<file path="src/rtl/isp8_bus_pkg.sv">
// Shared encodings and helpers for the isp8 external bus controller.
package isp8_bus_pkg;

  typedef enum logic [1:0] {
    OP_IO_RD  = 2'b00,
    OP_IO_WR  = 2'b01,
    OP_MEM_RD = 2'b10,
    OP_MEM_WR = 2'b11
  } op_kind_e;

  typedef enum logic [1:0] {
    ST_IDLE   = 2'b00,
    ST_SETUP  = 2'b01,
    ST_STROBE = 2'b10
  } state_e;

  localparam int unsigned SETUP_CNT_W = 4;

  // Counter must hold setup/min values (4 bits) and reach TIMEOUT.
  function automatic int unsigned cnt_width(input int unsigned timeout);
    int unsigned w;
    w = $clog2(timeout + 1);
    return (w > SETUP_CNT_W) ? w : SETUP_CNT_W;
  endfunction

  // One-hot strobe vector: bit0 io_rd, bit1 io_wr, bit2 mem_rd, bit3 mem_wr.
  function automatic logic [3:0] strobe_vec(input op_kind_e kind);
    return 4'b0001 << kind;
  endfunction

  function automatic logic is_write(input op_kind_e kind);
    return kind[0];
  endfunction

endpackage

</file>
<file path="src/rtl/isp8_bus_wait_cnt.sv">
// Shared setup/strobe cycle counter; value is the 1-based cycle number in the current phase.
module isp8_bus_wait_cnt #(
  parameter int unsigned CW         = 8,
  parameter int unsigned SETUP_CYC  = 1,
  parameter int unsigned STROBE_MIN = 1,
  parameter int unsigned TIMEOUT    = 255
) (
  input  logic clk,
  input  logic rst,
  input  logic i_load,
  input  logic i_inc,
  output logic o_setup_end,
  output logic o_min_met,
  output logic o_timeout_hit
);

  logic [CW-1:0] r_cnt;

  // Saturates so min_met stays true on long waits when timeout is disabled.
  always_ff @(posedge clk) begin
    if (rst) begin
      r_cnt <= '0;
    end else if (i_load) begin
      r_cnt <= CW'(1);
    end else if (i_inc && (r_cnt != {CW{1'b1}})) begin
      r_cnt <= r_cnt + CW'(1);
    end
  end

  assign o_setup_end   = (r_cnt == CW'(SETUP_CYC));
  assign o_min_met     = (r_cnt >= CW'(STROBE_MIN));
  assign o_timeout_hit = (TIMEOUT != 0) && (r_cnt == CW'(TIMEOUT));

endmodule

</file>
<file path="src/rtl/isp8_ext_bus_ctrl.sv">
// External io/mem bus controller: address setup, minimum strobe width,
// ext_ready wait-states and timeout termination for one core operation at a time.
module isp8_ext_bus_ctrl
  import isp8_bus_pkg::*;
#(
  parameter int unsigned PORT_AW    = 8,
  parameter int unsigned SETUP_CYC  = 1,
  parameter int unsigned STROBE_MIN = 1,
  parameter int unsigned TIMEOUT    = 255
) (
  input  logic               clk,
  input  logic               rst,
  input  logic               op_valid,
  input  logic [1:0]         op_kind,
  input  logic               op_direct,
  input  logic [4:0]         addr_rb,
  input  logic [PORT_AW-1:0] op_reg_addr,
  input  logic [7:0]         op_wdata,
  output logic               op_ready,
  output logic               done,
  output logic               err_timeout,
  output logic [7:0]         rdata,
  output logic [PORT_AW-1:0] ext_addr,
  output logic [7:0]         ext_dout,
  input  logic [7:0]         ext_din,
  input  logic               ext_ready,
  output logic               ext_io_rd,
  output logic               ext_io_wr,
  output logic               ext_mem_rd,
  output logic               ext_mem_wr
);

  localparam int unsigned CW = cnt_width(TIMEOUT);

  if (PORT_AW < 5 || PORT_AW > 16) begin : g_bad_aw
    $error("isp8_ext_bus_ctrl: PORT_AW out of range 5..16");
  end
  if (SETUP_CYC > 15 || STROBE_MIN < 1 || STROBE_MIN > 15) begin : g_bad_cyc
    $error("isp8_ext_bus_ctrl: SETUP_CYC or STROBE_MIN out of range");
  end
  if (TIMEOUT != 0 && TIMEOUT <= STROBE_MIN) begin : g_bad_to
    $error("isp8_ext_bus_ctrl: TIMEOUT must exceed STROBE_MIN");
  end

  state_e     r_state;
  op_kind_e   r_kind;
  logic [3:0] r_strobe;
  logic       w_setup_end, w_min_met, w_timeout_hit;
  logic       w_accept, w_load, w_inc, w_term_ok, w_term_to;

  assign op_ready   = (r_state == ST_IDLE) && !rst;
  assign w_accept   = (r_state == ST_IDLE) && op_valid;
  assign w_load     = w_accept || ((r_state == ST_SETUP) && w_setup_end);
  assign w_inc      = (r_state != ST_IDLE);
  assign w_term_ok  = (r_state == ST_STROBE) && w_min_met && ext_ready;
  assign w_term_to  = (r_state == ST_STROBE) && w_timeout_hit && !ext_ready;

  assign ext_io_rd  = r_strobe[0];
  assign ext_io_wr  = r_strobe[1];
  assign ext_mem_rd = r_strobe[2];
  assign ext_mem_wr = r_strobe[3];

  isp8_bus_wait_cnt #(
    .CW         (CW),
    .SETUP_CYC  (SETUP_CYC),
    .STROBE_MIN (STROBE_MIN),
    .TIMEOUT    (TIMEOUT)
  ) u_wait_cnt (
    .clk           (clk),
    .rst           (rst),
    .i_load        (w_load),
    .i_inc         (w_inc),
    .o_setup_end   (w_setup_end),
    .o_min_met     (w_min_met),
    .o_timeout_hit (w_timeout_hit)
  );

  always_ff @(posedge clk) begin
    if (rst) begin
      r_state     <= ST_IDLE;
      r_kind      <= OP_IO_RD;
      r_strobe    <= '0;
      done        <= 1'b0;
      err_timeout <= 1'b0;
      rdata       <= '0;
      ext_addr    <= '0;
      ext_dout    <= '0;
    end else begin
      done        <= 1'b0;
      err_timeout <= 1'b0;
      case (r_state)
        ST_IDLE: begin
          if (op_valid) begin
            r_kind   <= op_kind_e'(op_kind);
            ext_addr <= op_direct ? PORT_AW'(addr_rb) : op_reg_addr;
            if (is_write(op_kind_e'(op_kind))) ext_dout <= op_wdata;
            if (SETUP_CYC == 0) begin
              r_state  <= ST_STROBE;
              r_strobe <= strobe_vec(op_kind_e'(op_kind));
            end else begin
              r_state  <= ST_SETUP;
            end
          end
        end
        ST_SETUP: begin
          if (w_setup_end) begin
            r_state  <= ST_STROBE;
            r_strobe <= strobe_vec(r_kind);
          end
        end
        ST_STROBE: begin
          // ext_ready on the timeout edge counts as a normal completion.
          if (w_term_ok || w_term_to) begin
            r_state     <= ST_IDLE;
            r_strobe    <= '0;
            done        <= 1'b1;
            err_timeout <= w_term_to;
            if (!is_write(r_kind)) rdata <= w_term_ok ? ext_din : 8'hFF;
          end
        end
        default: begin
          r_state  <= ST_IDLE;
          r_strobe <= '0;
        end
      endcase
    end
  end

endmodule
</file>
<file path="config.mk">
export PLATFORM = sky130hd
export DESIGN_NAME = isp8_ext_bus_ctrl
export DESIGN_NICKNAME = d
export VERILOG_FILES = /design/src/rtl/isp8_bus_pkg.sv /design/src/rtl/isp8_bus_wait_cnt.sv /design/src/rtl/isp8_ext_bus_ctrl.sv
export SDC_FILE = /design/constraint.sdc
export NUM_CORES = 1
export LEC_CHECK = 0
export BUFFER_PORTS_ARGS = -buffer_cell sky130_fd_sc_hd__buf_2
export CAP_MARGIN = 20
export CORE_MARGIN = 2
export CORE_UTILIZATION = 49
export CTS_CLUSTER_DIAMETER = 80
export DETAILED_ROUTE_END_ITERATION = 7
export GPL_ROUTABILITY_DRIVEN = 0
export PLACE_DENSITY = 0.78
export SLEW_MARGIN = 5
export SYNTH_ARGS = -nofsm -noshare
export SYNTH_HDL_FRONTEND = slang
export SYNTH_SLANG_ARGS = --single-unit
</file>
<file path="constraint.sdc">
create_clock -name clk -period 4.26 [get_ports clk]
set_clock_uncertainty 0.1 [all_clocks]
set_input_delay 1.278 -clock clk [delete_from_list [all_inputs] [get_ports clk]]
set_output_delay 1.278 -clock clk [all_outputs]
set_load 0.02 [all_outputs]
</file>
Word level (Yosys, flattened, before mapping)
Cells that the tools add are included.
{"block": "classes", "shift": 1, "n_eq_ne": 8, "addsub": 1, "order_cmp": 1, "reduce_logical": 23, "n_bitwise": 4, "mul": 0, "div": 0, "mux": 12}
{"op": "2-to-1 mux 8 bit", "count": 2}
{"op": "case mux 4 bit (3 select lines)", "count": 1}
{"op": "AND reduction 3 bit", "count": 4}
{"op": "adder 8 x 1 -> 8 bit (second input constant)", "count": 1}
{"op": "equality test 8 x 1 -> 1 bit (second input constant)", "count": 1}
{"op": "equality test 8 bit (second input constant)", "count": 1}
{"op": "greater-or-equal comparator 8 x 1 -> 1 bit (second input constant)", "count": 1}
{"op": "logical AND 1 bit", "count": 8}
{"op": "2-to-1 mux 4 bit", "count": 2}
{"op": "!= test 8 bit (second input constant)", "count": 1}
{"op": "2-to-1 mux 2 bit", "count": 3}
{"op": "case mux 2 bit (3 select lines)", "count": 1}
{"op": "!= test 2 bit (second input constant)", "count": 2}
{"op": "inverter 1 bit", "count": 4}
{"op": "nonzero test 2 bit", "count": 2}
{"op": "OR reduction 2 bit", "count": 2}
{"op": "left shift 1 x 2 -> 4 bit (first input constant)", "count": 1}
{"op": "2-to-1 mux 1 bit", "count": 3}
{"op": "OR reduction 3 bit", "count": 1}
{"op": "equality test 2 x 1 -> 1 bit (second input constant)", "count": 1}
{"op": "equality test 2 bit (second input constant)", "count": 1}
{"op": "zero test 1 bit", "count": 2}
{"op": "zero test 2 bit", "count": 1}
{"op": "logical OR 1 bit", "count": 2}
{"op": "2 further kinds", "count": 2}
{"block": "totals", "mem_bits_rw": 0, "rom_bits": 0, "regBits": 42, "output_inout_bits": 31, "latchBits": 0, "input_bits": 36, "memories": 0}

Longest topological paths before layout
{"block": "logic_depth", "depth_word": 6, "mapped_depth": 6}

Modules after synthesis
From an unflattened synthesis, not the netlist that was laid out.
{"block": "hier_totals", "cells_unflattened": 183, "area_unflattened_um2": 1851.8}
{"mod": "isp8_ext_bus_ctrl", "area_each_um2": 1370.1, "cells_each": 126, "n_inst": 1, "seq_area_each_um2": 680.7}
{"mod": "isp8_bus_wait_cnt", "area_each_um2": 481.7, "cells_each": 57, "n_inst": 1, "seq_area_each_um2": 160.2}

Least setup slack after synthesis
OpenSTA, ideal clock, no wires.
{"block": "synth_path", "path_kind": "input to output", "start": "input rst", "end": "output op_ready", "path_buffers": 2, "stages": 3, "slack_ps": 884, "arrival_time_ps": 1998, "cell_sequence": "clkbuf_1 -> clkbuf_1 -> nor2_1"}
{"block": "synth_between", "elab_chain_cells": 2}
{"element": "start, declared", "line": "isp8_ext_bus_ctrl.sv:12", "rtl": "input logic rst,"}
{"element": "zero test 1 bit", "line": "isp8_ext_bus_ctrl.sv:51", "rtl": "assign op_ready = (r_state == ST_IDLE) && !rst;"}
{"element": "logical AND 1 bit", "line": "isp8_ext_bus_ctrl.sv:51"}
{"element": "end, declared", "line": "isp8_ext_bus_ctrl.sv:19", "rtl": "output logic op_ready,"}
Every way passes these cells.

Worst setup path in the final report
Same ends and word-level chain as after synthesis.

==> Implementation_results.wiki <==
{| class="wikitable"
! Metric !! Value
|-
| Filler cells || approximately 320
|-
| Maximum net fanout on the critical path || 2
|-
| HPWL after DPL || roughly 3000 µm
|-
| Clock tree from TritonCTS || built
|-
| Kind of end point of the critical path || output port
|-
| Port buffer count || 66
|-
| Number of pins with negative max-slew slack in the final report || 0
|-
| Signed area change from the synthesized netlist to the final layout || 24.4%
|-
| Fraction of the yosys area taken by sequential cells || between 40% and 50%
|-
| Headroom to the max-slew limit || ~60%
|-
| Leakage || a little under 1 nW
|-
| Ranking of synthesized cells by area || sky130_fd_sc_hd__dfxtp_1 (46%), sky130_fd_sc_hd__a21oi_1 (6.8%), sky130_fd_sc_hd__nand2_1 (5.5%), sky130_fd_sc_hd__o221a_1 (4.9%), sky130_fd_sc_hd__a211oi_1 (3.7%)
|-
| Time the final worst path needs with I/O delays and setup || around 3.1 ns
|-
| Distinct cell type count after synthesis || 43
|-
| Count of endpoints failing hold in the final timing report || 0
|-
| Simple-gate share of the synthesized area || approximately 22%
|-
| Setup repair after global routing missed its margin || no
|-
| Via count || 1667
|-
| Xor and xnor area share after synthesis || 1.90%
|-
| FF-to-FF setup slack || slightly above 2 ns
|-
| Final total negative setup slack || 0 ns
|-
| # setup viols final || 0
|-
| Post-synth EDFFs || 0
|-
| Minimum setup slack after placement || 1.20 ns
|-
| Core box area || around 3600 µm²
|-
| Setup slack after layout || about 1.2 ns
|-
| Vias in the first global route || ~1500
|-
| Overflow left after global routing || 0
|-
| Number of rows created at floorplan || 22
|-
| Number of antenna violations at the first check in global routing || 0
|-
| Type of the most critical hold path || reg2reg
|-
| Mean post-synth cell area || ~9.3 µm²
|-
| Num ports || 67
|-
| Number of buffers between clock root and the deepest sink || 2
|-
| Synthesized Nets || roughly 240
|-
| Total routing usage reported by global routing || just over 20%
|-
| Clock buffers created by TritonCTS || 5
|-
| Routed Wire Length || slightly above 4000 µm
|-
| DRC viols || 0
|-
| Synth top area share || a little under half
|-
| Clock edge transition at the registers on the reported setup and hold paths || 0.08 ns
|-
| First-pass detailed-route iteration total || 4
|-
| Synth Flop Type || sky130_fd_sc_hd__dfxtp_1
|-
| Arrival time worst endpoint || ~1.7 ns
|-
| Net total in the final layout || roughly 300
|-
| Placed standard-cell area || about 2200 µm²
|-
| Reg area || approximately 840 µm²
|-
| Die height || ~65 µm
|-
| Synthesized-area fraction occupied by ao, oa, aoi and oai cells || 22.4%
|-
| Fmax || around 320 MHz
|-
| Clock Tree Root || sky130_fd_sc_hd__clkbuf_8
|-
| Commonest cells after routing, fill and taps aside || sky130_fd_sc_hd__buf_2 (66), sky130_fd_sc_hd__dfxtp_1 (42), sky130_fd_sc_hd__nand2_1 (27)
|-
| Total power || ~0.79 mW
|-
| Critical setup path kind || in2out
|-
| Number of standard cells after synthesis || 198
|-
| Total of max-cap violations || 0
|-
| Hold Buf Count CTS || 0
|-
| Run status || finished, final reports clean
|-
| Area enclosed by the die boundary || between 4000 and 5000 µm²
|-
| Initial standard-cell utilization of the core || around half
|-
| Mux share of post-synthesis cell area || 2.72%
|-
| Multi-input gate area in the final layout || 932 µm²
|-
| Period utilization || a little over 70%
|-
| Dominant combinational cell family by area after synthesis || compound AO/OA/AOI/OAI gates
|-
| Worst slew pin tran || 0.619 ns
|-
| Total non-filler cell area in the finished layout || between 2000 and 2500 µm²
|-
| Power Dens Cells || about 350 nW/µm²
|-
| Die outline width || 65.3 µm
|-
| Number of DRC markers after the initial detailed-route iteration || 84
|-
| Total of warnings raised by yosys || 0
|-
| Adder-Cell Fraction of Synth Area || 2.04%
|-
| Clk Latency, worst-skew pair || 0.30 ns
|-
| Antenna viol nets, final || 0
|-
| Peak supply drop || a little over 0.2 mV
|-
| Worst endpoint required time || approximately 2.9 ns
|-
| Resized Gates After CTS || 0
|-
| Post-detailed-route wirelength per cell || about 13 µm
|-
| Leading cell type in the layout, fill and taps excluded || sky130_fd_sc_hd__buf_2
|-
| Per-cell via count in the routed design || around 5.4
|-
| Critical path launch point type || input port
|-
| Area of the mapped netlist || about 1800 µm²
|-
| First-pass GRT wire length || between 6000 and 7000 µm
|-
| Largest net degree at the start of global routing || 29
|-
| N_diodes || 0
|-
| Synth async-reset ratio || 0%
|-
| Fraction of final layout cells with drive strength greater than 1 || 32.3%
|-
| Seq cells post-synth || between 40 and 50
|-
| Largest area contributor in the netlist || sky130_fd_sc_hd__dfxtp_1
|-
| H-tree depth || 2
|-
| CTS sink cnt || 42
|-
| Buffers inserted during post-CTS setup optimization || 0
|}
[cells in the mapped netlist (2+ instances only)]
cell / count
sky130_fd_sc_hd__nand2b_1: 2
sky130_fd_sc_hd__and4_1: 2
sky130_fd_sc_hd__nand2_1: 27
sky130_fd_sc_hd__and2_1: 2
sky130_fd_sc_hd__xnor2_1: 4
sky130_fd_sc_hd__nand3b_1: 3
sky130_fd_sc_hd__or3_1: 2
sky130_fd_sc_hd__buf_1: 2
sky130_fd_sc_hd__dfxtp_1: 42
sky130_fd_sc_hd__ha_1: 3
sky130_fd_sc_hd__a21oi_1: 25
sky130_fd_sc_hd__o31ai_1: 5
sky130_fd_sc_hd__o21ai_0: 3
sky130_fd_sc_hd__o221a_1: 8
sky130_fd_sc_hd__a211oi_1: 9
sky130_fd_sc_hd__nand3_1: 5
sky130_fd_sc_hd__buf_2: 2
sky130_fd_sc_hd__nor3b_1: 2
sky130_fd_sc_hd__nor2_1: 14
sky130_fd_sc_hd__mux2i_1: 5
sky130_fd_sc_hd__clkbuf_1: 6
sky130_fd_sc_hd__inv_1: 4
[state kept, by name, summed over array words and instances, names as in the netlist]
register,flops
ext_addr,8
ext_dout,8
rdata,8
u_wait_cnt.r_cnt,8
r_strobe,4
r_kind,2
r_state,2
done,1
err_timeout,1
[report_power, final]
| group | internal (mW) | total, mW | switching, mW |
|---|---|---|---|
| Clock | 0.115 | 0.251 | 0.136 |
| Sequential | 0.409 | 0.423 | 0.0134 |
| Combinational | 0.0476 | 0.120 | 0.0722 |
[through the flow]
stage	utilization, %	hold WS, ns	instances
finish	62.9	0.354	311
global placement	60.5	0.338	303
global route	62.9	0.371	311
CTS	62.9	0.358	311
floorplan	-	0.350	198
detailed placement	60.5	0.346	303
[routing by layer]
metal  up-vias  wire length (µm)  global-route usage, %
met4         0                66                   7.81
met5         -                 0                      0
li1        853                 -                      -
met3         7               245                   5.65
met2        49              1920                   34.4
met1       758              1900                   25.5
[path summary, 6_finish.rpt]
check	from	end	depth (start not counted)
worst max-delay path	rst	op_ready	3
worst min-delay path	ext_addr[5]	ext_addr[5]	2
worst max register to register	u_wait_cnt.r_cnt[1]	rdata[5]	6
worst min register to register	ext_addr[5]	ext_addr[5]	2
[worst max-delay path: stages]
cell and delay (ns):
sky130_fd_sc_hd__buf_2 0.11, sky130_fd_sc_hd__nor2_1 0.12, sky130_fd_sc_hd__buf_2 0.18
[logic make-up (layout without fill, tap and decap cells)]
kind of cell               Yosys count  after routing
DFF                                 42             42
buffers and inverters               16             81
AOI/OAI and AO/OA                   56             56
and+or+nand+nor                     72             72
muxes                                5              5
xor gates and xnor gates             4              4
adders and majority gates            3              3
[layout make-up]
cell class              instances  area share, %
clock buffers                   5           3.01
well taps                      48           2.63
flip-flops and latches         42           36.8
clock inverters                 3          0.930
repair buffers                 68           15.1
inverters                       5          0.821
multi-input cells             140           40.8
No activity file was read; power rests on OpenSTA's default activity.
